==> src/rtl/stream_fifo_pkg.sv <==
// Shared defaults and helpers for the stream FIFO slice.
package stream_fifo_pkg;

  localparam int unsigned SF_WIDTH_DEF = 8;
  localparam int unsigned SF_DEPTH_DEF = 16;

  // The output stage adds one word on top of the RAM, so the level counts 0..DEPTH+1.
  function automatic int unsigned sf_level_width(input int unsigned depth);
    return $clog2(depth + 2);
  endfunction

endpackage

==> src/rtl/simple_dual_ram.sv <==
// Simple dual-port RAM: one write port, one registered read port (1-cycle latency).
module simple_dual_ram
  import stream_fifo_pkg::*;
#(
  parameter int unsigned SIZE  = SF_WIDTH_DEF,
  parameter int unsigned DEPTH = SF_DEPTH_DEF,
  localparam int unsigned AW   = $clog2(DEPTH)
) (
  input  logic            wclk,
  input  logic            write_en,
  input  logic [AW-1:0]   waddr,
  input  logic [SIZE-1:0] write_data,
  input  logic            rclk,
  input  logic            read_en,
  input  logic [AW-1:0]   raddr,
  output logic [SIZE-1:0] read_data
);

  logic [SIZE-1:0] mem_q [DEPTH];

  // Write port.
  always_ff @(posedge wclk) begin
    if (write_en) begin
      mem_q[waddr] <= write_data;
    end
  end

  // Registered read port; contents are deliberately left unreset.
  always_ff @(posedge rclk) begin
    if (read_en) begin
      read_data <= mem_q[raddr];
    end
  end

endmodule

==> src/rtl/stream_fifo_chk.sv <==
// Invariant checker for stream_fifo output-stage and level bookkeeping.
module stream_fifo_chk #(
  parameter int unsigned DEPTH = 16,
  parameter int unsigned LW    = 5
) (
  input logic          clk,
  input logic          rst_n,
  input logic          rd_pend,
  input logic          hold_valid,
  input logic [LW-1:0] level
);

  a_stage_exclusive: assert property (@(posedge clk) disable iff (!rst_n)
    !(rd_pend && hold_valid));

  a_level_bound: assert property (@(posedge clk) disable iff (!rst_n)
    level <= LW'(DEPTH + 1));

endmodule

==> src/rtl/stream_fifo.sv <==
// Valid/ready FIFO over a simple dual-port RAM with a first-word-fall-through output stage.
module stream_fifo
  import stream_fifo_pkg::*;
#(
  parameter int unsigned WIDTH = SF_WIDTH_DEF,
  parameter int unsigned DEPTH = SF_DEPTH_DEF,
  localparam int unsigned LW   = sf_level_width(DEPTH)
) (
  input  logic             clk,
  input  logic             rst_n,
  input  logic             clear,
  input  logic             in_valid,
  output logic             in_ready,
  input  logic [WIDTH-1:0] in_data,
  output logic             out_valid,
  input  logic             out_ready,
  output logic [WIDTH-1:0] out_data,
  output logic [LW-1:0]    level
);

  localparam int unsigned AW = $clog2(DEPTH);
  localparam int unsigned PW = AW + 1;

  logic [PW-1:0]    wptr_q, wptr_d, rptr_q, rptr_d;
  logic             rd_pend_q, rd_pend_d;
  logic             hold_valid_q, hold_valid_d;
  logic [WIDTH-1:0] hold_data_q, hold_data_d;
  logic [LW-1:0]    level_q, level_d;
  logic [WIDTH-1:0] ram_rdata_s;
  logic             ram_empty_s, ram_full_s;
  logic             push_s, pop_s, rd_issue_s;

  assign ram_empty_s = (wptr_q == rptr_q);
  assign ram_full_s  = (wptr_q[AW] != rptr_q[AW]) && (wptr_q[AW-1:0] == rptr_q[AW-1:0]);

  assign in_ready  = !ram_full_s;
  assign out_valid = rd_pend_q | hold_valid_q;
  // Read data is forced to zero when no read is in flight so an idle output is deterministic.
  assign out_data  = hold_valid_q ? hold_data_q :
                     (rd_pend_q ? ram_rdata_s : {WIDTH{1'b0}});
  assign level     = level_q;

  assign push_s     = in_valid & in_ready;
  assign pop_s      = out_valid & out_ready;
  assign rd_issue_s = !ram_empty_s & !(out_valid & !out_ready);

  simple_dual_ram #(
    .SIZE  (WIDTH),
    .DEPTH (DEPTH)
  ) u_ram (
    .wclk       (clk),
    .write_en   (push_s & !clear),
    .waddr      (wptr_q[AW-1:0]),
    .write_data (in_data),
    .rclk       (clk),
    .read_en    (rd_issue_s & !clear),
    .raddr      (rptr_q[AW-1:0]),
    .read_data  (ram_rdata_s)
  );

  // Next-state for pointers, output stage and level; clear overrides every event.
  always_comb begin
    wptr_d       = wptr_q;
    rptr_d       = rptr_q;
    rd_pend_d    = 1'b0;
    hold_valid_d = hold_valid_q;
    hold_data_d  = hold_data_q;
    level_d      = level_q;
    if (clear) begin
      wptr_d       = {PW{1'b0}};
      rptr_d       = {PW{1'b0}};
      rd_pend_d    = 1'b0;
      hold_valid_d = 1'b0;
      level_d      = {LW{1'b0}};
    end else begin
      if (push_s) begin
        wptr_d = wptr_q + PW'(1);
      end else begin
        wptr_d = wptr_q;
      end
      if (rd_issue_s) begin
        rptr_d    = rptr_q + PW'(1);
        rd_pend_d = 1'b1;
      end else begin
        rd_pend_d = 1'b0;
      end
      // A landing read word the consumer does not take is parked in the hold register.
      if (rd_pend_q && !out_ready) begin
        hold_valid_d = 1'b1;
        hold_data_d  = ram_rdata_s;
      end else if (pop_s && hold_valid_q) begin
        hold_valid_d = 1'b0;
      end else begin
        hold_valid_d = hold_valid_q;
      end
      level_d = level_q + LW'(push_s) - LW'(pop_s);
    end
  end

  // State registers.
  always_ff @(posedge clk or negedge rst_n) begin
    if (!rst_n) begin
      wptr_q       <= {PW{1'b0}};
      rptr_q       <= {PW{1'b0}};
      rd_pend_q    <= 1'b0;
      hold_valid_q <= 1'b0;
      hold_data_q  <= {WIDTH{1'b0}};
      level_q      <= {LW{1'b0}};
    end else begin
      wptr_q       <= wptr_d;
      rptr_q       <= rptr_d;
      rd_pend_q    <= rd_pend_d;
      hold_valid_q <= hold_valid_d;
      hold_data_q  <= hold_data_d;
      level_q      <= level_d;
    end
  end

  stream_fifo_chk #(
    .DEPTH (DEPTH),
    .LW    (LW)
  ) u_chk (
    .clk        (clk),
    .rst_n      (rst_n),
    .rd_pend    (rd_pend_q),
    .hold_valid (hold_valid_q),
    .level      (level_q)
  );

endmodule

==> config.mk <==
export PLATFORM = sky130hd
export DESIGN_NAME = stream_fifo
export DESIGN_NICKNAME = d
export VERILOG_FILES = /design/src/rtl/stream_fifo_pkg.sv /design/src/rtl/simple_dual_ram.sv /design/src/rtl/stream_fifo_chk.sv /design/src/rtl/stream_fifo.sv
export SDC_FILE = /design/constraint.sdc
export NUM_CORES = 1
export LEC_CHECK = 0
export ABC_AREA = 1
export ABC_CLOCK_PERIOD_IN_PS = 3900
export BUFFER_PORTS_ARGS = -buffer_cell sky130_fd_sc_hd__clkbuf_2
export CAP_MARGIN = 20
export CORE_MARGIN = 3
export CORE_UTILIZATION = 45
export DETAILED_ROUTE_END_ITERATION = 8
export GPL_ROUTABILITY_DRIVEN = 0
export HOLD_SLACK_MARGIN = 0.1
export PLACE_DENSITY = 0.64
export SYNTH_ARGS = -nofsm -noshare
export SYNTH_HDL_FRONTEND = slang
export SYNTH_SLANG_ARGS = --single-unit
==> constraint.sdc <==
create_clock -name clk -period 3.9 [get_ports clk]
set_input_delay 0.585 -clock clk [delete_from_list [all_inputs] [get_ports clk]]
set_output_delay 0.585 -clock clk [all_outputs]
set_load 0.03 [all_outputs]
==> impl_metrics.toml <==
[power_and_ir_drop]
net-switching-power_w = 0.00157
internal-power_w = 0.00329
seq_power_share = 0.430
p_total_w = 0.00486
power.share.combinational = 0.235
total_leakage_power_nw = 2.96
p_sw_frac = 0.323
worst_vdd_drop_v = 0.000336
power_density_nw_per_um2 = 622
p_clk_frac = 0.335

[timing]
timing.final.setup_violations = 0
timing.fmax_ghz = 0.337
final.period_utilization = 0.761
slew_viol_final = 0
rsz0062_at_grt = "false"
max-slew-margin-rel = 0.511
finalClockSkew_ns = 0.0106
final_period_minus_worst_setup_slack_ns = 2.97
fin_tns_setup_ns = 0
fin_worst_hold_slack_ns = 0.174
timing.final.hold_violations = 0
timing_worst_slew_pin_value_ns = 0.731

[routing]
detailed_routed_wire_length_on_met2_um = 7170
wirelength_met1_um = 6910
drt-initial-drc-count = 408
post_drt_via_cell_ratio = 5.42
detailroute.wirelength.met3_um = 1010
num_vias = 4620
dr.max_layer_used = "met4"
routed_antenna_nets = 0
post-route-drc-count = 0
totalWireLength_um = 15300
drtPass1Iterations = 6
wire_per_inst_um = 18.0

[floorplan]
fp.dieH_um = 131
die_area_sq_um = 17100
initial_core_util = 0.471
width_of_the_die_um = 131
core_area_sq_um = 14900
io_pins = 28
rows = 44

[cts]
cts_num_sinks = 161
tritoncts = "yes"
postCtsSetupBuffers = 0
postCtsHoldBufs = 0
cts_resized = 0
clock_latency_ns = 0.43
cts-htree-levels = 4
ctsRootBufferMaster = "clkbuf_16"
cts_inserted_buffers = 17
cts.reportedPaths.clkPinSlew_ns = 0.06
clockBufferDepth = 2

[worst_setup_path]
timing.setup.critical_path_class = "reg2reg"
crit_path_start_kind = "flop"
arrival_ns = 3.28
crit_required_ns = 4.21
critical_path_peak_fanout = 14
cp-end-kind = "flop"
regToRegSetupSlack_ns = 0.93
worst_r2r_endpoint = "level[4]$_DFF_PN0_"
worst_r2r_path_depth = 15
timing.rr.start = "rptr_q[2]$_DFFE_PN0P_"

[global_route]
antenna_found_initial = 0
grt_first_pass_wirelength_um = 24600
track_usage = 0.195
first_global_vias = 4558
grt_start_max_net_pins = 65
overflow_after_grt = 0

[yosys]
synth_warnings = 0
synth_seq_area_share = 0.673
synth_edf_count = 136
syn-num-nets = 660
post_synth_most_frequent_cells = "136 x edfxtp_1, 123 x nor2_1, 100 x nand2_1"
yosysTopAreaCell = "edfxtp_1"
post-synth-top-count-cell = "edfxtp_1"
post_synth_num_cell_types = 29
ys_dominant_reg_cell = "edfxtp_1"
syn-mean-instance-area_sq_um = 11.0
synth_top_area_share = 0.584
post_synth_main_area_contributors = "edfxtp_1 58%, dfrtp_1 8.9%, nor2_1 6.6%"
synth_seq_cells = 161
netlist_area_sq_um = 6990
synth_async_sr_flop_share = 0.155
synthCells = 636

[finish]
antenna-diode-count = 0
finish.cell_count_without_fillers = 853
post_route_cells_drive_above_1_share = 0.123
fin_nets = 680
synthToLayoutAreaGrowth_pct = 11.7

[status]
status = "complete, no violations"

[worst_hold_path]
class_of_the_worst_hold_path = "in2async"

[placed_design]
io_buffer_count = 27
placedCellCount = 821
place_hpwl_um = 9670

[job]
maxCapViolCount = 0
cell families after synthesis:
kind of cell,count (synthesis),synth area share
adders and majority gates,11,0.0208
buffers and inverters,71,0.0445
AOI/OAI and AO/OA,110,0.0841
DFF,161,0.673
and+or+nand+nor,274,0.166
xor gates and xnor gates,9,0.0113
power by group through the flow:
stage	combinational, W	sequential, W	clock [W]
detailed placement	0.00113	0.00213	0
finish	0.00114	0.00209	0.00163
global route	0.00130	0.00210	0.00173
global placement	0.00112	0.00212	0
CTS	0.00115	0.00209	0.00165
floorplan	0.000863	0.00211	0
state kept, by name (all words and copies together), names as in the netlist:
signal / flops
hold_data_q: 8
hold_valid_q: 1
level: 5
rd_pend_q: 1
rptr_q: 5
u_ram.mem_q: 128
u_ram.read_data: 8
wptr_q: 5
cell usage in the layout, fill, tap and decap left out, types with 2 or more instances in the layout:
master,instances
a21oi_1,5
buf_4,4
bufinv_16,2
clkbuf_16,17
clkbuf_2,27
clkinv_1,2
clkinv_2,2
clkinvlp_4,3
dfrtp_1,24
edfxtp_1,136
ha_1,10
inv_1,39
inv_2,2
inv_6,4
nand2_1,100
nand2_2,3
nand3_1,22
nand3_4,2
nand4_1,10
nor2_1,123
nor2_2,11
o211ai_1,14
o21ai_0,88
o21ai_1,2
xor2_1,8
per-stage QoR:
| step | utilization | area (sq um) | setup slack, ns |
|---|---|---|---|
| after floorplan | - | 6990 | 1.36 |
| after global placement | 0.487 | 7230 | 1.08 |
| after detailed placement | 0.487 | 7230 | 0.993 |
| after global routing | 0.526 | 7810 | 0.694 |
| final | 0.526 | 7810 | 0.933 |
| after CTS | 0.526 | 7810 | 0.930 |
critical path, stage by stage (launching register included):
cell	delay, ns
dfrtp_1	0.62
inv_2	0.19
nand2_1	0.09
nand2_1	0.07
nor2_2	0.20
nand3_4	0.16
nand2_2	0.15
ha_1	0.24
inv_1	0.06
ha_1	0.17
inv_1	0.06
fa_1	0.40
o21bai_1	0.15
a21oi_1	0.09
xnor2_1	0.14
nor2_1	0.06
cell type report:
type / instances / area (sq um)
fillers: 1280 / 7050
flip-flops and latches: 161 / 4710
multi-input cells: 404 / 1970
clock buffers: 17 / 425
well taps: 184 / 230
repair buffers: 31 / 165
clock inverters: 15 / 155
inverters: 41 / 154
layer usage:
layer,global-route usage,vias to the layer above
met2,0.296,162
met5,0,-
met1,0.273,2214
met4,0.0653,0
li1,-,2226
met3,0.0561,18
worst max-delay path by stage:
stage / start / to / slack, ns / cells after the start
global placement: rptr_q[2]$_DFFE_PN0P_ / level[4]$_DFF_PN0_ / 1.08 / 15
global route: rptr_q[2]$_DFFE_PN0P_ / level[4]$_DFF_PN0_ / 0.69 / 15
detailed placement: rptr_q[2]$_DFFE_PN0P_ / level[4]$_DFF_PN0_ / 0.99 / 15
floorplan: rptr_q[0]$_DFFE_PN0P_ / level[4]$_DFF_PN0_ / 1.36 / 17
finish: rptr_q[2]$_DFFE_PN0P_ / level[4]$_DFF_PN0_ / 0.93 / 15
CTS: rptr_q[2]$_DFFE_PN0P_ / level[4]$_DFF_PN0_ / 0.93 / 15
No activity file was read; power rests on OpenSTA's default activity.
